<file path="src/rtl/boreal_pkt_pkg.sv">
// Shared definitions for the boreal HID packet link: framing constants,
// byte positions, state encodings and the packet checksum.
package boreal_pkt_pkg;

   localparam logic [7:0] SYNC_BYTE = 8'hA5;
   localparam int         PKT_LEN   = 8;

   localparam logic [2:0] IDX_DX_L = 3'd1;
   localparam logic [2:0] IDX_DX_H = 3'd2;
   localparam logic [2:0] IDX_DY_L = 3'd3;
   localparam logic [2:0] IDX_DY_H = 3'd4;
   localparam logic [2:0] IDX_BTN  = 3'd5;
   localparam logic [2:0] IDX_SEQ  = 3'd6;
   localparam logic [2:0] IDX_CSUM = 3'(PKT_LEN - 1);

   typedef enum logic [1:0] {
      BYTE_IDLE,
      BYTE_START,
      BYTE_DATA,
      BYTE_STOP
   } byte_state_e;

   typedef enum logic [1:0] {
      FR_HUNT,
      FR_COLLECT,
      FR_CHECK
   } frame_state_e;

   // payload[7:0] is packet byte 1, payload[47:40] is packet byte 6
   function automatic logic [7:0] pkt_csum(input logic [47:0] payload);
      logic [7:0] s;
      s = 8'h00;
      for (int i = 0; i < 6; i++) begin
         s = s + payload[i*8 +: 8];
      end
      return s;
   endfunction

endpackage

</file>
<file path="src/rtl/boreal_uart_rx_byte.sv">
// 8N1 UART byte receiver: 2-flop synchroniser, mid-bit sampling FSM,
// one-cycle byte_valid / frame_err pulses.
module boreal_uart_rx_byte
   import boreal_pkt_pkg::*;
#(
   parameter int CLKS_PER_BIT = 868
) (
   input  logic       clk_i,
   input  logic       rst_n_i,
   input  logic       uart_rx_i,
   output logic       byte_valid_o,
   output logic [7:0] byte_data_o,
   output logic       frame_err_o
);

   localparam int             CW       = $clog2(CLKS_PER_BIT);
   localparam logic [CW-1:0]  FULL_CNT = CW'(CLKS_PER_BIT - 1);
   localparam logic [CW-1:0]  HALF_CNT = CW'(CLKS_PER_BIT / 2 - 1);

   logic          sync1_q, sync2_q;
   byte_state_e   state_q, state_d;
   logic [CW-1:0] cnt_q, cnt_d;
   logic [2:0]    bit_q, bit_d;
   logic [7:0]    shift_q, shift_d;
   logic          valid_q, valid_d;
   logic          ferr_q, ferr_d;
   logic          rx_s;

   assign rx_s = sync2_q;

   always_comb begin
      state_d = state_q;
      cnt_d   = cnt_q + CW'(1);
      bit_d   = bit_q;
      shift_d = shift_q;
      valid_d = 1'b0;
      ferr_d  = 1'b0;
      case (state_q)
         BYTE_IDLE: begin
            cnt_d = '0;
            if (!rx_s) state_d = BYTE_START;
         end
         BYTE_START: begin
            // A start bit that is gone by mid-bit was a glitch.
            if (cnt_q == HALF_CNT) begin
               cnt_d   = '0;
               bit_d   = 3'd0;
               state_d = rx_s ? BYTE_IDLE : BYTE_DATA;
            end
         end
         BYTE_DATA: begin
            if (cnt_q == FULL_CNT) begin
               cnt_d   = '0;
               shift_d = {rx_s, shift_q[7:1]};
               bit_d   = bit_q + 3'd1;
               if (bit_q == 3'd7) state_d = BYTE_STOP;
            end
         end
         BYTE_STOP: begin
            if (cnt_q == FULL_CNT) begin
               cnt_d   = '0;
               valid_d = rx_s;
               ferr_d  = !rx_s;
               state_d = BYTE_IDLE;
            end
         end
         default: state_d = BYTE_IDLE;
      endcase
   end

   always_ff @(posedge clk_i or negedge rst_n_i) begin
      if (!rst_n_i) begin
         sync1_q <= 1'b1;
         sync2_q <= 1'b1;
         state_q <= BYTE_IDLE;
         cnt_q   <= '0;
         bit_q   <= 3'd0;
         shift_q <= 8'h00;
         valid_q <= 1'b0;
         ferr_q  <= 1'b0;
      end else begin
         sync1_q <= uart_rx_i;
         sync2_q <= sync1_q;
         state_q <= state_d;
         cnt_q   <= cnt_d;
         bit_q   <= bit_d;
         shift_q <= shift_d;
         valid_q <= valid_d;
         ferr_q  <= ferr_d;
      end
   end

   assign byte_valid_o = valid_q;
   assign byte_data_o  = shift_q;
   assign frame_err_o  = ferr_q;

endmodule

</file>
<file path="src/rtl/boreal_hid_packet_rx.sv">
// Host-side HID packet receiver: frames 8-byte A5-led packets from the UART
// byte stream, verifies the checksum, tracks sequence gaps and error counts.
module boreal_hid_packet_rx
   import boreal_pkt_pkg::*;
#(
   parameter int CLKS_PER_BIT = 868,
   parameter int TIMEOUT_BITS = 20
) (
   input  logic        clk,
   input  logic        rst_n,
   input  logic        uart_rx,
   output logic        pkt_valid,
   output logic [15:0] pkt_dx,
   output logic [15:0] pkt_dy,
   output logic [7:0]  pkt_buttons,
   output logic [7:0]  pkt_seq,
   output logic        seq_gap,
   output logic [15:0] csum_err_cnt,
   output logic [15:0] frame_err_cnt,
   output logic        rx_busy
);

   localparam int            TMO_CYCLES = TIMEOUT_BITS * CLKS_PER_BIT;
   localparam int            TW         = $clog2(TMO_CYCLES + 1);
   localparam logic [TW-1:0] TMO_LAST   = TW'(TMO_CYCLES - 1);

   logic         byte_valid;
   logic [7:0]   byte_data;
   logic         frame_err;

   frame_state_e state_q, state_d;
   logic [2:0]   idx_q;
   logic [7:0]   sum_q;
   logic [TW-1:0] tmo_q;
   logic [15:0]  dx_q, dy_q;
   logic [7:0]   btn_q, seq_q, csum_q;
   logic         first_q;
   logic [7:0]   last_seq_q;
   logic         tmo_hit, csum_ok;
   logic [7:0]   next_seq;

   boreal_uart_rx_byte #(
      .CLKS_PER_BIT(CLKS_PER_BIT)
   ) u_byte (
      .clk_i       (clk),
      .rst_n_i     (rst_n),
      .uart_rx_i   (uart_rx),
      .byte_valid_o(byte_valid),
      .byte_data_o (byte_data),
      .frame_err_o (frame_err)
   );

   assign tmo_hit  = (tmo_q == TMO_LAST);
   assign csum_ok  = (csum_q == sum_q);
   assign next_seq = last_seq_q + 8'd1;
   assign rx_busy  = (state_q != FR_HUNT);

   always_comb begin
      state_d = state_q;
      case (state_q)
         FR_HUNT:    if (byte_valid && byte_data == SYNC_BYTE) state_d = FR_COLLECT;
         FR_COLLECT: begin
            if (byte_valid && idx_q == IDX_CSUM) state_d = FR_CHECK;
            else if (tmo_hit)                    state_d = FR_HUNT;
         end
         FR_CHECK:   state_d = FR_HUNT;
         default:    state_d = FR_HUNT;
      endcase
      if (frame_err) state_d = FR_HUNT;
   end

   always_ff @(posedge clk or negedge rst_n) begin
      if (!rst_n) state_q <= FR_HUNT;
      else        state_q <= state_d;
   end

   always_ff @(posedge clk or negedge rst_n) begin
      if (!rst_n) begin
         idx_q         <= IDX_DX_L;
         sum_q         <= 8'h00;
         tmo_q         <= '0;
         dx_q          <= 16'h0000;
         dy_q          <= 16'h0000;
         btn_q         <= 8'h00;
         seq_q         <= 8'h00;
         csum_q        <= 8'h00;
         first_q       <= 1'b1;
         last_seq_q    <= 8'h00;
         pkt_valid     <= 1'b0;
         pkt_dx        <= 16'h0000;
         pkt_dy        <= 16'h0000;
         pkt_buttons   <= 8'h00;
         pkt_seq       <= 8'h00;
         seq_gap       <= 1'b0;
         csum_err_cnt  <= 16'h0000;
         frame_err_cnt <= 16'h0000;
      end else begin
         pkt_valid <= 1'b0;

         if (state_q == FR_COLLECT && !byte_valid) tmo_q <= tmo_q + TW'(1);
         else                                      tmo_q <= '0;

         if (state_q == FR_HUNT) begin
            idx_q <= IDX_DX_L;
            sum_q <= 8'h00;
         end

         // Inside the payload every byte is data, including 0xA5.
         if (state_q == FR_COLLECT && byte_valid) begin
            idx_q <= idx_q + 3'd1;
            if (idx_q != IDX_CSUM) sum_q <= sum_q + byte_data;
            case (idx_q)
               IDX_DX_L: dx_q[7:0]  <= byte_data;
               IDX_DX_H: dx_q[15:8] <= byte_data;
               IDX_DY_L: dy_q[7:0]  <= byte_data;
               IDX_DY_H: dy_q[15:8] <= byte_data;
               IDX_BTN:  btn_q      <= byte_data;
               IDX_SEQ:  seq_q      <= byte_data;
               IDX_CSUM: csum_q     <= byte_data;
               default: ;
            endcase
         end

         if (state_q == FR_CHECK) begin
            if (csum_ok) begin
               pkt_valid   <= 1'b1;
               pkt_dx      <= dx_q;
               pkt_dy      <= dy_q;
               pkt_buttons <= btn_q;
               pkt_seq     <= seq_q;
               seq_gap     <= !first_q && (seq_q != next_seq);
               first_q     <= 1'b0;
               last_seq_q  <= seq_q;
            end else if (csum_err_cnt != 16'hFFFF) begin
               csum_err_cnt <= csum_err_cnt + 16'd1;
            end
         end

         if (frame_err && frame_err_cnt != 16'hFFFF) begin
            frame_err_cnt <= frame_err_cnt + 16'd1;
         end
      end
   end

endmodule

</file>
<file path="config.mk">
export PLATFORM = sky130hd
export DESIGN_NAME = boreal_hid_packet_rx
export DESIGN_NICKNAME = d
export VERILOG_FILES = /design/src/rtl/boreal_pkt_pkg.sv /design/src/rtl/boreal_uart_rx_byte.sv /design/src/rtl/boreal_hid_packet_rx.sv
export SDC_FILE = /design/constraint.sdc
export NUM_CORES = 1
export LEC_CHECK = 0
export ABC_AREA = 1
export BUFFER_PORTS_ARGS = -buffer_cell sky130_fd_sc_hd__buf_2
export CAP_MARGIN = 20
export CORE_UTILIZATION = 47
export DETAILED_ROUTE_END_ITERATION = 8
export GPL_ROUTABILITY_DRIVEN = 0
export HOLD_SLACK_MARGIN = 0.03
export PLACE_DENSITY = 0.65
export REMOVE_ABC_BUFFERS = 1
export SLEW_MARGIN = 20
export SYNTH_ARGS = -nofsm -noshare
export SYNTH_HDL_FRONTEND = slang
export SYNTH_SLANG_ARGS = --single-unit
export TNS_END_PERCENT = 10
</file>
<file path="constraint.sdc">
create_clock -name clk -period 3.4 [get_ports clk]
set_input_delay 0.51 -clock clk [delete_from_list [all_inputs] [get_ports clk]]
set_output_delay 0.51 -clock clk [all_outputs]
set_load 0.02 [all_outputs]
</file>
* Yosys cells after proc, flatten, opt, wreduce, memory -nomap -nowiden
Cells that the tools add are included.
** Word-level totals
- Bits of input ports :: 3
- Flip-flop bits (word level) :: 194
- Word-level logic and storage cells :: 124
** Cells by class
- Multiplexer cells :: 30
- Equality and inequality tests :: 29
- Bitwise operators :: 1
- $add $sub $neg :: 8
- Reductions and logical operators :: 28
** Operator list (number)
- 16-bit by 1-bit adder with 16-bit output (second input constant) :: 2
- 16-bit != test (second input constant) :: 2
- 10-bit one-hot mux with 3 select lines :: 1
- 8-bit two-way mux :: 3
- 10-bit two-way mux :: 2
- 2-bit two-way mux :: 10
- 2-bit AND reduction :: 10
- 15-bit by 1-bit adder with 15-bit output (second input constant) :: 1
- 15-bit equality test (second input constant) :: 1
- 3-bit equality test (second input constant) :: 5
- 15-bit two-way mux :: 1
- 3-bit two-way mux :: 4
- 10-bit by 1-bit adder with 10-bit output (second input constant) :: 1
- 10-bit equality test (second input constant) :: 1
- 10-bit by 9-bit equality test with 1-bit output (second input constant) :: 1
- 8-bit by 1-bit adder with 8-bit output (second input constant) :: 1
- 8-bit adder :: 1
- 8-bit equality test :: 1
- 8-bit equality test (second input constant) :: 1
- 2-bit by 1-bit != test with 1-bit output (second input constant) :: 4
- 8-bit != test :: 1
- 2-bit one-hot mux with 4 select lines :: 1
- 3-bit by 1-bit adder with 3-bit output (second input constant) :: 2
- 2-bit equality test (second input constant) :: 3
- other kinds (18) :: 36

* Longest topological paths before layout
- Depth after elaboration :: 5
- Depth in mapped cells :: 12
- Gate-level depth less buffers :: 12

* Modules after synthesis
Synthesis repeated with hierarchy kept, for this count alone.
** Second synthesis, totals
- Cell total of the unflattened synthesis :: 1083
- Area, all modules :: 9261.4 µm²
** Modules (own cells, without submodules)
- boreal_hid_packet_rx :: area an instance 7943.9 µm², cells each 938, seq. area each 4181.5 µm², instances 1
- boreal_uart_rx_byte :: area an instance 1317.5 µm², cells each 145, seq. area each 678.2 µm², instances 1

* Worst setup path after synthesis
No wires, ideal clock.
- Path type :: reg2reg
- Start :: register csum_err_cnt[0]
- End :: register csum_err_cnt[8]
- Cell stages (with the launch flop) :: 8
- Required time :: 3.274 ns
- Arrival time :: 1.610 ns
- Path slack :: 1.664 ns
- Clock period less this slack :: 1.736 ns
- Cell sequence :: dfrtp_1 -> ha_1 -> nand3_2 -> nor2_4 -> nand4_4 -> nand3_4 -> buf_8 -> o21ai_0
** On the way
- Cells in the longest elaborated chain, start to end :: 2
- Elaborated cells on any way between the ends :: 3
** RTL lines
- start: declaration :: line boreal_hid_packet_rx.sv:18 : output logic [15:0] csum_err_cnt,
- start signal: assignment :: line boreal_hid_packet_rx.sv:135 : csum_err_cnt <= csum_err_cnt + 16'd1;
- branches (longest 2 deep; another with 16-bit by 1-bit adder with 16-bit output)
Several ways; the timed one is not identified.
A chain may end at the register's enable or synchronous reset.

* Worst setup path after layout
- Start :: register state_q[1]
- End :: output port rx_busy
** On the way
- Cells in the longest elaborated chain, start to end :: 1
** RTL lines
- start: declaration :: line boreal_hid_packet_rx.sv:31 : frame_state_e state_q, state_d;
- start signal: assignment :: line boreal_hid_packet_rx.sv:74 : else state_q <= state_d;
- 2-bit nonzero test :: line boreal_hid_packet_rx.sv:56 : assign rx_busy = (state_q != FR_HUNT);
- end: declaration :: line boreal_hid_packet_rx.sv:20 : output logic rx_busy
No other way between the ends.

==> qor.csv <==
stage,metric,value,unit
floorplan,num_rows,51,
outcome,status,completed,
clock_network,cts_setup_buffers,0,
finish,drive_gt1_frac,0.136,
clock_network,clkSlewWorstSetupHoldPaths,0.09,ns
synthesis,netlist-cell-type-count,44,
clock_network,cts.sinks,194,
clock_network,htreeDepth,4,
finish,nNetsFinal,1212,
route,drc,0,
setup_path,start_kind,flop,
floorplan,die-width,143,um
setup_path,worstPathCellList,nor2_1 > clkinv_1 > buf_2,
clock_network,cts_repair_resize_count,0,
clock_network,root_buffer,clkbuf_16,
synthesis,synth_area_per_cell,8.53,um^2
floorplan,die_area,0.0206,mm^2
global_route,grt_usage,0.197,
floorplan,start_util,0.481,
power_and_ir_drop,power.density,419,mW/mm^2
setup_path,worstPathRequired,2.89,ns
timing,slew-limit-headroom,0.438,
timing,setup_viol,0,
floorplan,die_h,143,um
clock_network,cts_buffer_depth,2,
synthesis,ys_seq_area_frac,0.517,
route,drt-total-wl,18.9,mm
finish,area_growth,13.8,%
placement,portBuffers,85,
power_and_ir_drop,ir_drop,0.324,mV
route,first_pass_iters,7,
global_route,antenna_found_initial,0,
global_route,grt_pass1_wl,32.0,mm
route,ant_nets,0,
synthesis,synth_edf_count,0,
timing,fmax,0.468,GHz
job,cap_violations,0,
setup_path,cp-end-kind,output port,
setup_path,criticalPathCategory,flop to output port,
timing,worstMarginPinSlew,0.841,ns
timing,hold_ws,0.107,ns
synthesis,ys_seq_elements,194,
timing,clock_skew,0.0143,ns
timing,period_share,0.629,
synthesis,synth_top_flop_cell,dfrtp_1,
finish,fin_util,0.547,
route,drtIter0Drc,389,
route,num_vias,7133,
synthesis,synthesis.area,0.00940,mm^2
finish,fill_cells,1827,
finish,final_area,0.0107,mm^2
synthesis,synthArstFlopShare,1.00,
timing,slew_viol_final,0,
global_route,grt_overflow,0,
route,wl_per_cell,12.9,um
clock_network,holdBufCountCts,0,
placement,place_area,0.0100,mm^2
timing,min_period,2.14,ns
finish,diodes,0,
timing,hold_viol,0,
power_and_ir_drop,p_leak,5.14,nW
setup_path,cpPeakStageDelay,0.42,ns
floorplan,core,0.0195,mm^2
placement,dp_hpwl,13.3,mm
clock_network,worstSkewPairLatency,0.44,ns
global_route,grt_pass1_vias,6492,
clock_network,cts_made_buffers,17,
floorplan,io_pins,86,
synthesis,syn_inst,1102,
setup_path,cp_max_fo,9,
route,viasPerCell,4.89,
synthesis,yosysWarningCount,0,
timing,grt_setup_unrepaired,false,
setup_path,cpMaxStageDelayCell,dfrtp_1,
worst_hold_path,hp-class,primary input to asynchronous set/reset pin,
timing,tns,0,ns
setup_path,critPathArrivalTime,1.63,ns
clock_network,cts_tree,done,
global_route,grt_max_degree,92,
## path summary, 6_finish.rpt
check	start	to	slack, ns	cells after the start
hold / removal	rst_n	pkt_dy[15]$_DFFE_PN0P_	0.11	1
setup reg to reg	u_byte.state_q[0]$_DFFE_PN0P_	u_byte.byte_data_o[3]$_DFFE_PN0P_	1.34	5
min in group clk	uart_rx	u_byte.sync1_q$_DFF_PN1_	0.17	1
hold reg to reg	u_byte.sync1_q$_DFF_PN1_	u_byte.rx_s$_DFF_PN1_	0.36	0
setup / recovery	state_q[1]$_DFFE_PN0P_	rx_busy	1.26	3
max in group asynchronous	rst_n	u_byte.sync1_q$_DFF_PN1_	2.37	2
## final cells by class
| type | instances | area (um^2) | area share |
|---|---|---|---|
| Multi-Input combinational cell | 733 | 3830 | 0.358 |
| Timing Repair Buffer | 90 | 472 | 0.0441 |
| Tap cell | 265 | 332 | 0.0310 |
| Inverter | 146 | 548 | 0.0513 |
| Sequential cell | 194 | 4860 | 0.455 |
| Clock buffer | 17 | 425 | 0.0398 |
| Clock inverter | 15 | 223 | 0.0208 |
## metrics by stage
stage	cells	worst slack [ns]	power, mW
4_1_cts	1460	1.21	4.54
3_3_place_gp	1428	1.38	2.41
5_1_grt	1460	1.08	4.63
2_1_floorplan	1073	0.190	2.36
3_5_place_dp	1428	1.33	2.41
6_report	1460	1.26	4.47
## sequential cells by signal, indices dropped and copies added (netlist names), 10 cells and up, named ones only
register and flops:
dx_q 16, pkt_dy 16, tmo_q 15, u_byte.cnt_q 10, csum_err_cnt 16, pkt_dx 16
frame_err_cnt 16, dy_q 16
## power breakdown
part | switching, mW | internal, mW | leakage (nW)
clock | 1.03 | 1.09 | 0.312
combinational | 0.0449 | 0.00490 | 2.15
sequential | 0.000910 | 2.31 | 2.68
## synth_stat cells, types with 2 or more instances
cell type  count  share of area
nand2_1      308           0.12
dfrtp_1      190           0.51
inv_1        140          0.056
o21ai_0      102          0.054
nor2_1        70          0.028
nand3_1       45          0.024
o21ai_1       30          0.016
ha_1          26          0.035
xnor2_1       25          0.023
xor2_1        24          0.022
nor3_1        23          0.012
buf_2         15         0.0080
nand4_1       15          0.010
o21ai_2       12          0.011
a21oi_1       11         0.0059
nor2_2         5         0.0033
nor3_4         5         0.0087
and2_1         4         0.0027
buf_4          4         0.0032
clkbuf_1       4         0.0016
dfstp_2        4          0.011
inv_2          4         0.0016
nand2_2        3         0.0020
nand3b_1       3         0.0024
nor4_1         3         0.0020
o21bai_1       3         0.0024
a21boi_0       2         0.0016
a31oi_1        2         0.0013
buf_1          2        0.00080
buf_6          2         0.0024
clkinv_1       2        0.00080
nor2_4         2         0.0024
## kinds of logic (layout without fill, tap and decap cells)
logic type	after synthesis	in the layout	share of synthesized area
DFF	194	194	0.517
and+or+nand+nor	493	493	0.230
AOI/OAI and AO/OA	164	164	0.0941
adders and majority gates	27	27	0.0368
xor gates and xnor gates	49	49	0.0457
buffers and inverters	175	268	0.0764
## layer usage
metal,share of wire,up-vias,track usage,wire length [um]
li1,-,3662,-,-
met1,0.50,3330,0.281,9470
met2,0.45,127,0.309,8580
met3,0.036,14,0.0373,685
met4,0.0092,0,0.0487,174
met5,0,-,0,0
## cells in the final DEF (no fill, tap or decap), types with 3 or more instances in the layout
master     Yosys  final
nor2_2         5      5
xor2_1        24     24
o21bai_1       3      3
nor3_4         5      5
clkbuf_16      0     17
clkinv_8       0      6
nand3b_1       3      3
ha_1          26     26
nor2_1        70     70
nand2_1      308    308
inv_1        140    140
dfrtp_1      190    190
nor4_1         3      3
o21ai_2       12     12
dfstp_2        4      4
nand3_1       45     44
nand4_1       15     15
inv_2          4      4
inv_8          0      4
o21ai_0      102    102
nand2_2        3      3
a21oi_1       11     11
o21ai_1       30     30
buf_4          4      5
and2_1         4      4
xnor2_1       25     25
buf_2         15     84
nor3_1        23     23
## critical path: cells and delay by family (launching register included)
| family | cells | cell delay [ns] |
|---|---|---|
| buffers and inverters | 2 | 0.58 |
| AND/OR/NAND/NOR | 1 | 0.19 |
| flip-flops | 1 | 0.42 |
No activity file was read; power rests on OpenSTA's default activity.
